===== config.mk =====
export PLATFORM = sky130hd
export DESIGN_NAME = if_fetch_stage
export DESIGN_NICKNAME = d
export VERILOG_FILES = /design/src/rtl/if_fetch_stage_pkg.sv /design/src/rtl/if_id_reg.sv /design/src/rtl/if_fetch_stage.sv
export SDC_FILE = /design/constraint.sdc
export NUM_CORES = 1
export LEC_CHECK = 0
export ABC_AREA = 1
export BUFFER_PORTS_ARGS = -buffer_cell sky130_fd_sc_hd__buf_2
export CORE_UTILIZATION = 40
export CTS_BUF_LIST = sky130_fd_sc_hd__clkbuf_4
export CTS_CLUSTER_DIAMETER = 120
export DETAILED_ROUTE_END_ITERATION = 8
export GPL_TIMING_DRIVEN = 0
export SETUP_SLACK_MARGIN = 0.05
export SLEW_MARGIN = 20
export SYNTH_ARGS = -nofsm -noshare
export SYNTH_HDL_FRONTEND = slang
export SYNTH_SLANG_ARGS = --single-unit

===== constraint.sdc =====
create_clock -name clk -period 17.05 [get_ports clk]
set_clock_uncertainty 0.1 [all_clocks]
set_input_delay 2.5575 -clock clk [delete_from_list [all_inputs] [get_ports clk]]
set_output_delay 2.5575 -clock clk [all_outputs]
set_load 0.1 [all_outputs]

===== src/rtl/if_fetch_stage_pkg.sv =====
// Shared types and constants for the instruction fetch stage and its IF/ID register.
package if_fetch_stage_pkg;

    localparam int ADDR_W  = 32;
    localparam int INSTR_W = 32;

    localparam logic [INSTR_W-1:0] NOP     = 32'h0000_0000;
    localparam logic [ADDR_W-1:0]  PC_STEP = 32'd4;

    typedef enum logic [1:0] {
        IDLE,
        WAIT,
        DROP,
        BUF
    } fetch_state_e;

    typedef struct packed {
        logic [ADDR_W-1:0]  pc;
        logic [INSTR_W-1:0] instr;
        logic               valid;
    } if_id_t;

    localparam if_id_t IF_ID_BUBBLE = '{pc: '0, instr: NOP, valid: 1'b0};

    // Sequential fetch increment; wraps modulo 2^32.
    function automatic logic [ADDR_W-1:0] next_pc(input logic [ADDR_W-1:0] pc);
        return pc + PC_STEP;
    endfunction

endpackage


===== src/rtl/if_id_reg.sv =====
// IF/ID pipeline register: flush beats freeze, freeze holds, otherwise loads a
// new entry or a bubble when the fetch side has nothing to hand over.
module if_id_reg
    import if_fetch_stage_pkg::*;
(
    input  logic   clk,
    input  logic   rst,
    input  logic   freeze,
    input  logic   flush,
    input  logic   load,
    input  if_id_t d,
    output if_id_t q
);

    always_ff @(posedge clk or posedge rst) begin
        if (rst) begin
            q <= IF_ID_BUBBLE;
        end else if (flush) begin
            q <= IF_ID_BUBBLE;
        end else if (!freeze) begin
            q <= load ? d : IF_ID_BUBBLE;
        end
    end

endmodule


===== src/rtl/if_fetch_stage.sv =====
// Instruction fetch stage: one outstanding imem request, branch redirect with
// drop of in-flight responses, and a one-entry skid buffer for stalls.
module if_fetch_stage
    import if_fetch_stage_pkg::*;
#(
    parameter logic [ADDR_W-1:0] RESET_PC = 32'h0000_0000
) (
    input  logic               clk,
    input  logic               rst,
    input  logic               freeze,
    input  logic               branch_taken,
    input  logic [ADDR_W-1:0]  branch_addr,
    output logic               imem_req,
    output logic [ADDR_W-1:0]  imem_addr,
    input  logic               imem_ack,
    input  logic [INSTR_W-1:0] imem_rdata,
    output logic [ADDR_W-1:0]  if_id_pc,
    output logic [INSTR_W-1:0] if_id_instr,
    output logic               if_id_valid
);

    fetch_state_e      state_q, state_d;
    logic [ADDR_W-1:0] pc_q, pc_d;
    logic [ADDR_W-1:0] addr_q, addr_d;
    if_id_t            skid_q, skid_d;

    logic              idr_flush;
    logic              idr_hold;
    logic              idr_load;
    if_id_t            idr_d;
    if_id_t            idr_q;

    logic [ADDR_W-1:0] pc_inc;
    logic [ADDR_W-1:0] addr_inc;

    assign pc_inc   = next_pc(pc_q);
    assign addr_inc = next_pc(addr_q);

    always_ff @(posedge clk or posedge rst) begin
        if (rst) begin
            state_q <= IDLE;
            pc_q    <= RESET_PC;
            addr_q  <= RESET_PC;
            skid_q  <= IF_ID_BUBBLE;
        end else begin
            state_q <= state_d;
            pc_q    <= pc_d;
            addr_q  <= addr_d;
            skid_q  <= skid_d;
        end
    end

    // pc is the next address to fetch; addr is what the bus currently sees.
    // They only differ in DROP, where the bus still waits on a stale request.
    always_comb begin
        state_d   = state_q;
        pc_d      = pc_q;
        addr_d    = addr_q;
        skid_d    = skid_q;
        idr_flush = 1'b0;
        idr_hold  = freeze;
        idr_load  = 1'b0;
        idr_d     = IF_ID_BUBBLE;

        case (state_q)
            IDLE: begin
                state_d = WAIT;
                if (branch_taken) begin
                    idr_flush = 1'b1;
                    pc_d      = branch_addr;
                    addr_d    = branch_addr;
                end
            end

            WAIT: begin
                if (branch_taken) begin
                    idr_flush = 1'b1;
                    pc_d      = branch_addr;
                    if (imem_ack) begin
                        addr_d = branch_addr;
                    end else begin
                        state_d = DROP;
                    end
                end else if (imem_ack) begin
                    pc_d   = pc_inc;
                    addr_d = pc_inc;
                    if (freeze) begin
                        skid_d  = '{pc: addr_inc, instr: imem_rdata, valid: 1'b1};
                        state_d = BUF;
                    end else begin
                        idr_load = 1'b1;
                        idr_d    = '{pc: addr_inc, instr: imem_rdata, valid: 1'b1};
                    end
                end
            end

            DROP: begin
                if (branch_taken) begin
                    idr_flush = 1'b1;
                    pc_d      = branch_addr;
                end else if (imem_ack) begin
                    addr_d  = pc_q;
                    state_d = WAIT;
                end
            end

            BUF: begin
                // The next request is deliberately not issued until the
                // buffered word drains, so at most one word is ever parked.
                if (branch_taken) begin
                    idr_flush = 1'b1;
                    skid_d    = IF_ID_BUBBLE;
                    pc_d      = branch_addr;
                    addr_d    = branch_addr;
                    state_d   = WAIT;
                end else if (!freeze) begin
                    idr_load = 1'b1;
                    idr_d    = skid_q;
                    skid_d   = IF_ID_BUBBLE;
                    state_d  = WAIT;
                end
            end

            default: begin
                state_d = IDLE;
            end
        endcase
    end

    if_id_reg u_if_id_reg (
        .clk    (clk),
        .rst    (rst),
        .freeze (idr_hold),
        .flush  (idr_flush),
        .load   (idr_load),
        .d      (idr_d),
        .q      (idr_q)
    );

    assign imem_req    = (state_q == WAIT) || (state_q == DROP);
    assign imem_addr   = addr_q;
    assign if_id_pc    = idr_q.pc;
    assign if_id_instr = idr_q.instr;
    assign if_id_valid = idr_q.valid;

endmodule


==> impl_metrics.ini <==
[global_route]
antenna_found_initial = 1
overflow = 0
grtUsageTotal_pct = 25.86
grt_max_degree = 78
grt_pass1_wl_um = 56550
grt_pass1_vias = 10210

[setup_path]
path_cells = inv_1 -> ha_1 -> inv_1 -> clkbuf_1 -> buf_2
cp-start-kind = flip-flop
cp-end-kind = output port
startpoint = state_q[0]
reg2reg_depth = 7
reg2reg_from = state_q[0]
slowest_stage = buf_2
path_max_fanout = 10
timing.rr.end = imem_addr[7]
crit_type = reg -> out
reg2reg_setup_slack_ns = 14.64
path_common_cell = inv_1
crit_required_ns = 14.39
crit_path_end = imem_req
max_stage_delay_ns = 0.55
worstPathArrival_ns = 2.69

[cts]
cts_setup_buffers = 0
holdBufCountCts = 0
numCtsBuffers = 17
cts.sinks = 196
post_cts_resized = 0
clk_latency_ns = 0.60
htree_levels = 4
clk_path_buf_depth = 2
path_clk_slew_ns = 0.19
cts_tree = done
clockRootBuffer = clkbuf_4

[yosys]
yosys-top-cells-area = dfrtp_1 (45%), nand2_1 (15%), inv_1 (6.8%)
synth_area_um2 = 11010
synth_edf_count = 0
syn-num-nets = 1563
post-synth-top-area-fraction_pct = 44.55
syn_inst = 1489
synth_top_area_cell = dfrtp_1
synth_seq_cells = 196
synthArstFlopShare_pct = 100.0
yosysWarnings = 0
ys_seq_area_share_pct = 44.55
synth-main-ff-cell = dfrtp_1
avgSynthCellArea_um2 = 7.394
yosysUniqueCellTypes = 36

[final_layout]
syn_to_final_growth_pct = 14.79
final_cell_mix = nand2_1 (446), buf_2 (199), inv_1 (197)
fin_area_um2 = 12640
layout_commonest_cell = nand2_1
nets = 1749
drive_above_1_share_pct = 17.95

[power_and_ir_drop]
power_density_nw_per_um2 = 210.6
p_leak_nw = 6.739
power_mw = 2.661
ir_worst_vdd_uv = 151.0

[route]
drt-pass1-iter-count = 5
ant_nets = 0
wl_met1_um = 16310
highest-signal-layer = met4
routed_wl_um = 35480
vias = 10640
drc = 0
first_iter_violations = 834
routed-wl-met3_um = 1695
viasPerCell = 5.243
routedWlPerCell_um = 17.48
dr_wl_met2_um = 16430

[timing]
setup_tns_ns = 0
final_hold_viol_count = 0
setup_viol = 0
hold_ws_ns = 0.4007
slew_violations = 0
relSlewSlack_pct = 53.16
grt_setup_unrepaired = false
fmax_ghz = 0.1869
tightestPinTransition_ns = 0.7026
finalCriticalPeriod_ns = 5.351
period_share_pct = 31.38

[worst_hold_path]
worstHoldPathType = reg -> reg

[floorplanning]
rows = 60
core_area_um2 = 26950
die_width_um = 167.9
die-area_um2 = 28190
initial_core_util_pct = 40.85
die-height_um = 167.9
num_io_pins = 167

[place]
place_hpwl_um = 26980
routabilityCongestion = 0.9390
place_area_um2 = 12320
portBuffers = 165

[flow_run]
timing.max_cap.violations = 0

[outcome]
status = completed
-- cells by family after synthesis --
group / Yosys count / synth area share [%]
compound gates: 251 / 15.63
xor+xnor: 9 / 0.7160
fa+ha+maj: 5 / 0.5682
buf+inv: 274 / 10.38
flops: 196 / 44.55
simple gates: 754 / 28.16
-- through the flow --
step,worst slack (ns),std cells,utilization [%]
final,11.70,2030,46.89
after global routing,11.55,2030,46.89
after floorplan,9.052,1489,-
after CTS,11.67,2029,46.88
after detailed placement,12.38,1997,45.73
after global placement,6.397,1995,45.50
-- registers in the layout, indices dropped and copies added (netlist names) --
name,flops
state_q,2
skid_q,65
u_if_id_reg.q,65
imem_addr,32
pc_q,32
-- worst min-delay path by stage --
stage | from | to | slack [ns] | depth (start not counted)
6_report | u_if_id_reg.q[63] | u_if_id_reg.q[63] | 0.40 | 2
5_1_grt | skid_q[0] | skid_q[0] | 0.42 | 2
4_1_cts | u_if_id_reg.q[48] | u_if_id_reg.q[48] | 0.41 | 2
3_5_place_dp | u_if_id_reg.q[45] | u_if_id_reg.q[45] | 0.36 | 2
3_3_place_gp | skid_q[0] | skid_q[0] | 0.36 | 2
2_1_floorplan | skid_q[0] | skid_q[0] | 0.34 | 2
-- worst max-delay path: cells and delay by family (launching register included) --
kind	cells	cell delay, ns
buffers and inverters	4	1.30
adders and majority gates	1	0.36
DFF	1	0.44
-- Yosys cell counts (all sizes together), types with 2 or more instances --
| library cell | n |
|---|---|
| nand4 | 8 |
| a31oi | 6 |
| a22o | 38 |
| a32oi | 3 |
| nor2 | 187 |
| clkbuf | 20 |
| o21ai | 44 |
| inv | 207 |
| a22oi | 5 |
| a21oi | 33 |
| nand3b | 2 |
| or2 | 3 |
| nand3 | 100 |
| o22ai | 116 |
| ha | 5 |
| nand2 | 454 |
| o21bai | 4 |
| xor2 | 8 |
| buf | 47 |
| dfrtp | 196 |
-- report_power, final --
part	switching (mW)	internal, mW	leakage (nW)
logic	1.18	0.410	4.08
registers	0.175	0.632	2.49
clock network	0.199	0.0694	0.163
-- final cells by class --
type,instances,area (um2)
Antenna cell,1,2.502
Buffer,67,365.4
Clock buffer,17,127.6
Clock inverter,15,182.7
Fill cell,2768,14310
Inverter,207,784.5
Multi-Input combinational cell,1019,4962
Sequential cell,196,4905
Tap cell,341,426.7
Timing Repair Buffer,167,880.8
-- metal layers --
metal | track usage, % | vias to the layer above
li1 | - | 5198
met1 | 35.54 | 5061
met2 | 41.90 | 330
met3 | 2.891 | 55
met4 | 9.852 | 0
met5 | 0 | -
Note: power is estimated with default switching activity, not from simulation.
